[src/rtl/mod13_ctrl_pkg.sv]
// mod13_ctrl_pkg: shared opcode/state types and the mod-13 wrap limit.
package mod13_ctrl_pkg;

    typedef enum logic [1:0] {
        OP_LOAD = 2'b00,
        OP_UP   = 2'b01,
        OP_DOWN = 2'b10,
        OP_HOLD = 2'b11
    } op_t;

    typedef enum logic [1:0] {
        ST_IDLE = 2'd0,
        ST_LOAD = 2'd1,
        ST_RUN  = 2'd2,
        ST_DONE = 2'd3
    } state_t;

    localparam logic [3:0] MOD_MAX = 4'd12;

endpackage

[src/rtl/mod13_step_counter.sv]
// mod13_step_counter: enabled mod-13 up/down counter with synchronous load.
// Ports: clk, rst_n (async active-low), en (step enable), load (priority over en),
//        mode (0 up, 1 down), data_in[3:0] (load value), count[3:0] (current value).
// Out-of-range values (13..15) only arise from an unchecked load: up steps then
// increment plainly (15 wraps to 0) and down steps decrement plainly.
module mod13_step_counter
    import mod13_ctrl_pkg::*;
(
    input  logic       clk,
    input  logic       rst_n,
    input  logic       en,
    input  logic       load,
    input  logic       mode,
    input  logic [3:0] data_in,
    output logic [3:0] count
);

    logic [3:0] up_val;
    logic [3:0] down_val;

    always_comb begin
        up_val   = (count == MOD_MAX) ? 4'd0 : count + 4'd1;
        down_val = (count == 4'd0) ? MOD_MAX : count - 4'd1;
    end

    always_ff @(posedge clk or negedge rst_n) begin
        if (!rst_n)
            count <= 4'd0;
        else if (load)
            count <= data_in;
        else if (en)
            count <= mode ? down_val : up_val;
    end

endmodule

[src/rtl/mod13_counter_ctrl.sv]
// mod13_counter_ctrl: round-robin two-port command sequencer driving a mod-13 counter.
// Ports: clk, rst_n (async active-low);
//        reqN_valid/reqN_op/reqN_arg in, reqN_ready out (N = 0,1; ready combinational);
//        count[3:0] current value, busy (not IDLE), owner (requester of current/last
//        command), done (one-cycle completion pulse), err (one-cycle rejected-LOAD pulse).
// Option: define MOD13_CTRL_LOADCHK_EN to reject LOAD values above 12 (count kept,
//         err pulses alongside done); otherwise err is tied 0 and LOAD is unchecked.
module mod13_counter_ctrl
    import mod13_ctrl_pkg::*;
#(
    parameter int LEN_W = 8
) (
    input  logic             clk,
    input  logic             rst_n,
    input  logic             req0_valid,
    input  logic [1:0]       req0_op,
    input  logic [LEN_W-1:0] req0_arg,
    output logic             req0_ready,
    input  logic             req1_valid,
    input  logic [1:0]       req1_op,
    input  logic [LEN_W-1:0] req1_arg,
    output logic             req1_ready,
    output logic [3:0]       count,
    output logic             busy,
    output logic             owner,
    output logic             done,
    output logic             err
);

    state_t           state;
    state_t           next_state;
    state_t           hs_state;
    op_t              op_r;
    op_t              op_in;
    logic [3:0]       data_r;
    logic [LEN_W-1:0] remaining;
    logic [LEN_W-1:0] arg_in;
    logic             last_served;
    logic             grant0;
    logic             grant1;
    logic             hs;
    logic             load_ok;

    // req0 wins unless req1 is also valid and req0 was the last one served.
    always_comb begin
        grant0     = req0_valid & (~req1_valid | last_served);
        grant1     = req1_valid & ~grant0;
        req0_ready = (state == ST_IDLE) & grant0;
        req1_ready = (state == ST_IDLE) & grant1;
        hs         = req0_ready | req1_ready;
        op_in      = op_t'(grant1 ? req1_op : req0_op);
        arg_in     = grant1 ? req1_arg : req0_arg;
        hs_state   = (op_in == OP_LOAD) ? ST_LOAD :
                     ((op_in == OP_HOLD) || (arg_in == '0)) ? ST_DONE : ST_RUN;
        next_state = (state == ST_IDLE) ? (hs ? hs_state : ST_IDLE) :
                     (state == ST_LOAD) ? ST_DONE :
                     (state == ST_RUN)  ? ((remaining == LEN_W'(1)) ? ST_DONE : ST_RUN) :
                     ST_IDLE;
        busy       = state != ST_IDLE;
        done       = state == ST_DONE;
    end

    always_ff @(posedge clk or negedge rst_n) begin
        if (!rst_n) begin
            state       <= ST_IDLE;
            op_r        <= OP_HOLD;
            data_r      <= 4'd0;
            remaining   <= '0;
            owner       <= 1'b0;
            last_served <= 1'b1;
        end else begin
            state <= next_state;
            if (hs) begin
                op_r        <= op_in;
                data_r      <= arg_in[3:0];
                remaining   <= arg_in;
                owner       <= grant1;
                last_served <= grant1;
            end else if (state == ST_RUN) begin
                remaining <= remaining - LEN_W'(1);
            end
        end
    end

`ifdef MOD13_CTRL_LOADCHK_EN
    logic err_r;

    assign load_ok = data_r <= MOD_MAX;
    assign err     = err_r;

    // Registered from the LOAD cycle, so it lands exactly on the following DONE cycle.
    always_ff @(posedge clk or negedge rst_n) begin
        if (!rst_n)
            err_r <= 1'b0;
        else
            err_r <= (state == ST_LOAD) & ~load_ok;
    end
`else
    assign load_ok = 1'b1;
    assign err     = 1'b0;
`endif

    mod13_step_counter u_counter (
        .clk     (clk),
        .rst_n   (rst_n),
        .en      (state == ST_RUN),
        .load    ((state == ST_LOAD) & load_ok),
        .mode    (op_r == OP_DOWN),
        .data_in (data_r),
        .count   (count)
    );

endmodule

[config.mk]
export PLATFORM = sky130hd
export DESIGN_NAME = mod13_counter_ctrl
export DESIGN_NICKNAME = d
export VERILOG_FILES = /design/src/rtl/mod13_ctrl_pkg.sv /design/src/rtl/mod13_step_counter.sv /design/src/rtl/mod13_counter_ctrl.sv
export SDC_FILE = /design/constraint.sdc
export NUM_CORES = 1
export LEC_CHECK = 0
export CELL_PAD_IN_SITES_DETAIL_PLACEMENT = 1
export CELL_PAD_IN_SITES_GLOBAL_PLACEMENT = 2
export CORE_ASPECT_RATIO = 1.75
export CORE_MARGIN = 10
export CORE_UTILIZATION = 26
export CTS_CLUSTER_SIZE = 12
export DETAILED_ROUTE_END_ITERATION = 8
export PLACE_DENSITY_LB_ADDON = 0.1
export SYNTH_ARGS = -nofsm -noshare
export SYNTH_HDL_FRONTEND = slang
export SYNTH_SLANG_ARGS = --single-unit
[constraint.sdc]
create_clock -name clk -period 1.7 [get_ports clk]
set_input_delay 0.51 -clock clk [delete_from_list [all_inputs] [get_ports clk]]
set_output_delay 0.51 -clock clk [all_outputs]
set_load 0.1 [all_outputs]
==> metrics.txt <==
# TYPE chip_impl_metric gauge
chip_impl_info{name="setup_repair_after_global_routing_missed_its_margin",value="true"} 1
chip_impl_metric{name="clock.fmax",unit="MHz"} 529
chip_impl_metric{name="synth_edf_count",unit=""} 0
chip_impl_metric{name="setup_total_negative_slack",unit="ns"} -1.02
chip_impl_metric{name="initial_antenna_violation_count",unit=""} 0
chip_impl_metric{name="finalWorstSetupSlack",unit="ns"} -0.190
chip_impl_metric{name="finalWorstPathRequiredPeriod",unit="ns"} 1.89
chip_impl_info{name="synth.top_cells.by_area",value="sky130_fd_sc_hd__dfrtp_1 33%, sky130_fd_sc_hd__ha_1 6.9%, sky130_fd_sc_hd__dfstp_2 5.4%"} 1
chip_impl_info{name="start_kind",value="register"} 1
chip_impl_metric{name="synth_compound_area_share",unit="%"} 20.7
chip_impl_metric{name="setup-violations-final",unit=""} 8
chip_impl_metric{name="number_of_pins_exceeding_their_max_slew_limit_in_the_final_report",unit=""} 0
chip_impl_metric{name="finClkSkew",unit="ns"} 0.00314
chip_impl_metric{name="gr_ovfl_total",unit=""} 0
chip_impl_info{name="endpoint_of_the_worst_setup_timing_path",value="req0_ready"} 1
chip_impl_metric{name="dp.final_hpwl",unit="um"} 3930
chip_impl_metric{name="clk_path_buf_depth",unit=""} 2
chip_impl_metric{name="pre_cts_slack",unit="ns"} -0.345
chip_impl_metric{name="critical_path.max_fanout",unit=""} 4
chip_impl_metric{name="grt_start_max_net_pins",unit=""} 23
chip_impl_metric{name="via_count",unit=""} 1435
chip_impl_metric{name="dpl-instance-area",unit="um^2"} 2150
chip_impl_metric{name="worst_r2r_path_depth",unit=""} 7
chip_impl_metric{name="cts_made_buffers",unit=""} 3
chip_impl_metric{name="grt_use_total",unit="%"} 10.4
chip_impl_metric{name="ports",unit=""} 34
chip_impl_info{name="root_buffer",value="sky130_fd_sc_hd__clkbuf_8"} 1
chip_impl_metric{name="postSynthNetCount",unit=""} 192
chip_impl_metric{name="die_area",unit="um^2"} 9070
chip_impl_info{name="worst_r2r_endpoint",value="remaining[6]"} 1
chip_impl_metric{name="cts-htree-levels",unit=""} 1
chip_impl_metric{name="grt_pass1_vias",unit=""} 1643
chip_impl_metric{name="synthesis.yosys.warnings",unit=""} 0
chip_impl_metric{name="totalWireLength",unit="um"} 4850
chip_impl_info{name="most_common_library_cell_in_the_layout_ignoring_fill_and_taps",value="sky130_fd_sc_hd__buf_4"} 1
chip_impl_metric{name="area_growth_syn_to_layout",unit="%"} 69.4
chip_impl_info{name="tritoncts",value="yes"} 1
chip_impl_metric{name="adder_cell_share_of_the_synthesized_area",unit="%"} 6.91
chip_impl_metric{name="synth.area.mux_share",unit="%"} 4.32
chip_impl_metric{name="nets",unit=""} 261
chip_impl_metric{name="timing.final.crit_share",unit="%"} 111
chip_impl_metric{name="drt-pass1-iter-count",unit=""} 4
chip_impl_metric{name="cp.required",unit="ns"} 1.19
chip_impl_metric{name="wl_per_cell",unit="um"} 16.1
chip_impl_metric{name="clk-insertion-delay-late",unit="ns"} 0.26
chip_impl_metric{name="routed_via_density",unit=""} 4.75
chip_impl_metric{name="drtIter0Drc",unit=""} 34
chip_impl_metric{name="n_antenna_cell",unit=""} 0
chip_impl_metric{name="ys_seq_area_share",unit="%"} 38.3
chip_impl_metric{name="power.density",unit="nW/um^2"} 2050
chip_impl_metric{name="numPortBuffers",unit=""} 32
chip_impl_metric{name="holdBufCountCts",unit=""} 0
chip_impl_metric{name="synth-async-reset-ratio",unit="%"} 100
chip_impl_info{name="cp-startpoint",value="state[0]"} 1
chip_impl_metric{name="post_synth_xor_area_fraction",unit="%"} 5.45
chip_impl_metric{name="portion_of_synthesized_cell_area_occupied_by_the_leading_cell_type",unit="%"} 32.8
chip_impl_metric{name="num_rows",unit=""} 35
chip_impl_metric{name="design_power_total",unit="mW"} 5.03
chip_impl_info{name="violations",value="setup timing"} 1
chip_impl_metric{name="cts_sinks",unit=""} 22
chip_impl_metric{name="cap_violations",unit=""} 0
chip_impl_metric{name="syn_inst",unit=""} 160
chip_impl_info{name="worst_setup_path_end_kind",value="output port"} 1
chip_impl_metric{name="start_util",unit="%"} 27.1
chip_impl_metric{name="ys_seq_elements",unit=""} 22
chip_impl_info{name="critical_path.reg2reg.startpoint",value="state[1]"} 1
chip_impl_info{name="yosys_most_used_dff",value="sky130_fd_sc_hd__dfrtp_1"} 1
chip_impl_info{name="yosysTopAreaCell",value="sky130_fd_sc_hd__dfrtp_1"} 1
chip_impl_metric{name="global_placer_s_final_weighted_congestion",unit=""} 0.816
chip_impl_metric{name="leakagePower",unit="nW"} 1.01
chip_impl_metric{name="core_region_area",unit="um^2"} 5340
chip_impl_info{name="run_status",value="finished, violations left"} 1
chip_impl_metric{name="grt_first_pass_wirelength",unit="um"} 7810
chip_impl_metric{name="setup.reg_to_reg.worst_slack",unit="ns"} -0.14
chip_impl_info{name="combinational_family_with_the_most_area_after_synthesis",value="compound AO/OA/AOI/OAI gates"} 1
chip_impl_metric{name="clk_pin_slew_worst_paths",unit="ns"} 0.08
chip_impl_metric{name="arrival",unit="ns"} 1.38
chip_impl_metric{name="netlist_area",unit="um^2"} 1450
chip_impl_metric{name="die_width",unit="um"} 76.4
chip_impl_metric{name="postRouteAntennaNets",unit=""} 0
chip_impl_metric{name="synth_simple_gate_area_share",unit="%"} 19.4
chip_impl_metric{name="ys_types",unit=""} 46
chip_impl_metric{name="power.ir.vdd_worst",unit="V"} 0.00110
chip_impl_metric{name="hold_violations",unit=""} 0
chip_impl_info{name="worstSetupPathType",value="register to output port"} 1
chip_impl_metric{name="floorplan.die.height",unit="um"} 119
chip_impl_metric{name="avgSynthCellArea",unit="um^2"} 9.05
chip_impl_metric{name="drt_drc_violations_left",unit=""} 0
chip_impl_info{name="worstHoldPathType",value="register to register"} 1
chip_impl_info{name="layout.cells.most_common_list",value="32 x sky130_fd_sc_hd__buf_4, 21 x sky130_fd_sc_hd__clkdlybuf4s50_1, 14 x sky130_fd_sc_hd__dfrtp_1, 13 x sky130_fd_sc_hd__nand2_1"} 1
chip_impl_metric{name="postLayoutCellArea",unit="um^2"} 2450
chip_impl_metric{name="drive_above_1_share",unit="%"} 36.8
worst min-delay path by stage:
stage          slack [ns]         to      start  cells past startpoint
2_1_floorplan        0.21  data_r[0]      rst_n                      0
3_3_place_gp         0.48  data_r[1]  data_r[1]                      2
3_5_place_dp         0.48  data_r[1]  data_r[1]                      2
4_1_cts              0.50  data_r[1]  data_r[1]                      2
5_1_grt              0.52  data_r[3]  data_r[3]                      1
6_report             0.50  data_r[1]  data_r[1]                      2
sequential cells by signal, indices dropped and copies added, names as in the netlist:
register	cells
state	2
data_r	4
u_counter.count	4
owner	1
op_r	2
last_served	1
remaining	8
repair_timing:
item	in CTS	in global routing
setup buffers	7	6
resized for setup	18	15
endpoints found under the setup margin	11	12
cloned	0	1
pin swaps	17	10
final cells by class:
cell class                 instances  area, um^2
fill                             631        2890
multi-input combinational        121         957
timing repair buffer              70         718
sequential                        22         568
tap                               74        92.6
inverter                          11        45.0
clock buffer                       3        41.3
clock inverter                     1        30.0
kinds of logic (layout without fill, tap and decap cells):
family                   Yosys count  after routing
AND/OR/NAND/NOR                   53             53
AO/OA/AOI/OAI                     44             44
flip-flops                        22             22
buffers and inverters             17             85
XOR/XNOR                           9              9
adder cells (fa/ha/maj)            8              8
multiplexers                       6              6
other                              1              1
stage by stage:
| stage | utilization, % | hold WS (ns) | instances |
|---|---|---|---|
| finish | 45.9 | 0.500 | 302 |
| global route | 45.9 | 0.524 | 302 |
| CTS | 43.9 | 0.505 | 295 |
| detailed placement | 40.2 | 0.485 | 285 |
| global placement | 40.2 | 0.478 | 285 |
| floorplan | - | 0.214 | 160 |
cells in the mapped netlist, types with 4 or more instances:
library cell                n
sky130_fd_sc_hd__nor2_1    12
sky130_fd_sc_hd__mux2i_1    4
sky130_fd_sc_hd__nor4_1     4
sky130_fd_sc_hd__ha_1       8
sky130_fd_sc_hd__dfrtp_1   19
sky130_fd_sc_hd__nand2_1   17
sky130_fd_sc_hd__o21ai_0    5
sky130_fd_sc_hd__inv_1     11
sky130_fd_sc_hd__a211oi_1   6
sky130_fd_sc_hd__a21oi_1    8
sky130_fd_sc_hd__a31oi_1    6
sky130_fd_sc_hd__xnor2_1    7
worst max-delay path: stages (launching register included):
cell                      delay [ns]
sky130_fd_sc_hd__dfrtp_1        0.40
sky130_fd_sc_hd__inv_2          0.11
sky130_fd_sc_hd__ha_4           0.18
sky130_fd_sc_hd__nand2_2        0.07
sky130_fd_sc_hd__a21oi_4        0.15
sky130_fd_sc_hd__buf_12         0.19
report_power, final:
part,switching (mW),internal (mW),leakage [nW]
Combinational,1.82,1.56,0.731
Sequential,0.303,0.849,0.245
Clock,0.179,0.315,0.0357
layer usage:
layer,part of all wire (%),track usage [%],vias up
met1,36,9.78,696
met2,59,21.2,27
li1,-,-,708
met5,0,0,-
met3,3.8,2.35,4
met4,0.87,2.80,0
Power figures use the tool's default switching activity.
==> RTL edit: new RTL, same settings <==
Encoding of `state_t`: now one-hot (4 bits for 4 states).
--- a/src/rtl/mod13_ctrl_pkg.sv
+++ b/src/rtl/mod13_ctrl_pkg.sv
@@ -10,7 +10,7 @@
 
-    typedef enum logic [1:0] {
-        ST_IDLE = 2'd0,
-        ST_LOAD = 2'd1,
-        ST_RUN  = 2'd2,
-        ST_DONE = 2'd3
+    typedef enum logic [3:0] {
+        ST_IDLE = 4'b0001,
+        ST_LOAD = 4'b0010,
+        ST_RUN  = 4'b0100,
+        ST_DONE = 4'b1000
     } state_t;
Formal check against the unedited RTL: no difference found for any inputs over 10 cycles, from zero or initial values and one cycle with rst_n low; not proved beyond that.
==> RTL edit against the unedited design <==
  * Sequential cell count is 2 higher
  * Routed wire length rose by 13%
  * Largest power group unchanged
  * Maximum frequency decreased by 12%
  * Via count is 8.6% higher
  * Clock skew rose by 1.7 ps
  * Synthesized cell count rose by 2.5%
  * Critical path type unchanged
  * Combinational power up 7.4%
  * Area after synthesis increased by 3.7%
  * Setup slack got worse by 260 ps
  * Register-to-register slack worse by 140 ps
  * Power increased by 4.1%
  * Cell area is 8.9% higher
  * The run still ends with setup timing left
==> RTL edit: results <==
[cells_and_area]
drive_above_1_share_pct = 45.27
final_nets = 272
largest_reg_flops = 8
antenna-diode-count = 0

[timing]
skew_ps = 4.865
setup_viol = 23
setup_slack_ps = -445.7
final.setup.tns_ps = -3566

[run_status]
failed_checks = "setup timing"
status = "finished, violations left"

[grt]
grt_pass1_vias = 1797
grt_usage_pct = 11.86
antenna_found_initial = 0
grt_pass1_wl_um = 8887
grt_max_degree = 25

[clock_tree]
cts-root-buf = "clkbuf_8"
clkTransAtPathRegs_ps = 80
cts_buffer_depth = 2

[min_path]
hold_path_class = "reg -> reg"

[route]
antenna_left = 0
drt_iter0_drc = 51
vias = 1558
dr.pass1.iters = 4
wl_per_cell_um = 17.16

[yosys]
seq_area_frac_synth_pct = 40.33
synth_area_leaders = "dfrtp_1 (33%), dfstp_2 (7.0%), mux2i_1 (6.7%), nor2_1 (4.7%), nand2_1 (4.5%)"
synthArstFlopShare_pct = 100.0
syn-num-nets = 192
yosysUniqueCellTypes = 50
ys_warn_count = 0
synth_commonest_cells = "dfrtp_1 (20), nor2_1 (19), nand2_1 (18)"

[place]
hpwl_um = 4428
gp_congestion = 0.7653

[power]
switching_share_pct = 47.52
ir_drop_v = 0.001195
p_leak_nw = 1.121

[critical_path]
arrival_ps = 1640
path_max_fanout = 2
==> RTL edit: logic make-up (layout without fill, tap and decap cells) <==
| logic type | Yosys count | in the layout | share of synthesized area, % |
|---|---|---|---|
| compound gates | 42 | 42 | 20.67 |
| xor+xnor | 1 | 1 | 0.5834 |
| fa+ha+maj | 4 | 4 | 3.333 |
| buf+inv | 15 | 94 | 4.167 |
| flops | 24 | 24 | 40.33 |
| mux | 11 | 11 | 7.417 |
| other cells | 1 | 1 | 0.2498 |
| simple gates | 66 | 66 | 23.25 |
==> RTL edit: repair_timing <==
item,in CTS,in global routing
endpoints found under the setup margin,26,26
gates cloned,1,0
gates resized for setup,34,18
setup buffers,9,4
pin swaps,9,6
==> RTL edit: worst max-delay path, cell delays in order, from the launching register on <==
cell and delay [ps]:
dfrtp_1 400, buf_6 130, nor4b_4 340, buf_4 180, and2_4 160, buf_12 170
==> RTL edit: path summary, 6_finish.rpt <==
kind / slack (ps) / from / endpoint / cells after the start
min: 470 / op_r[0] / op_r[0] / 2
max: -450 / state[3] / req1_ready / 5
min in group asynchronous: 600 / rst_n / owner / 2
min reg2reg: 470 / op_r[0] / op_r[0] / 2
max reg2reg: -280 / state[1] / remaining[5] / 3
max in group asynchronous: 810 / rst_n / state[0] / 2
==> RTL edit: stage by stage <==
stage	std cells	power, W	setup slack [ps]	utilization (%)	instance area, um2
floorplan	164	0.003004	-343.3	-	1583
global placement	302	0.004240	-416.8	41.71	2330
detailed placement	302	0.004347	-457.4	41.71	2330
CTS	316	0.005108	-465.5	46.12	2576
global route	319	0.005581	-513.6	47.83	2671
finish	319	0.005237	-445.7	47.83	2671
==> RTL edit: power by group through the flow <==
| stage | Sequential, W | Combinational, W | Clock [W] |
|---|---|---|---|
| after floorplan | 0.00160 | 0.00141 | 0 |
| after global placement | 0.00121 | 0.00303 | 0 |
| after detailed placement | 0.00123 | 0.00312 | 0 |
| after CTS | 0.00124 | 0.00351 | 0.000364 |
| after global routing | 0.00130 | 0.00390 | 0.000385 |
| final | 0.00126 | 0.00363 | 0.000351 |
==> RTL edit: cell type report <==
cell class | count | area (um2)
fill | 652 | 2914
multi-input combinational | 125 | 1025
timing repair buffer | 82 | 848.3
sequential | 24 | 616.8
tap | 76 | 95.09
clock buffer | 4 | 45.04
inverter | 8 | 41.29
==> RTL edit: per-layer routing <==
metal / up-vias / track usage (%) / wire [um]
li1: 763 / - / -
met1: 757 / 10.75 / 1921
met2: 34 / 24.79 / 3325
met3: 4 / 2.077 / 172
met4: 0 / 4.128 / 55
met5: - / 0 / 0
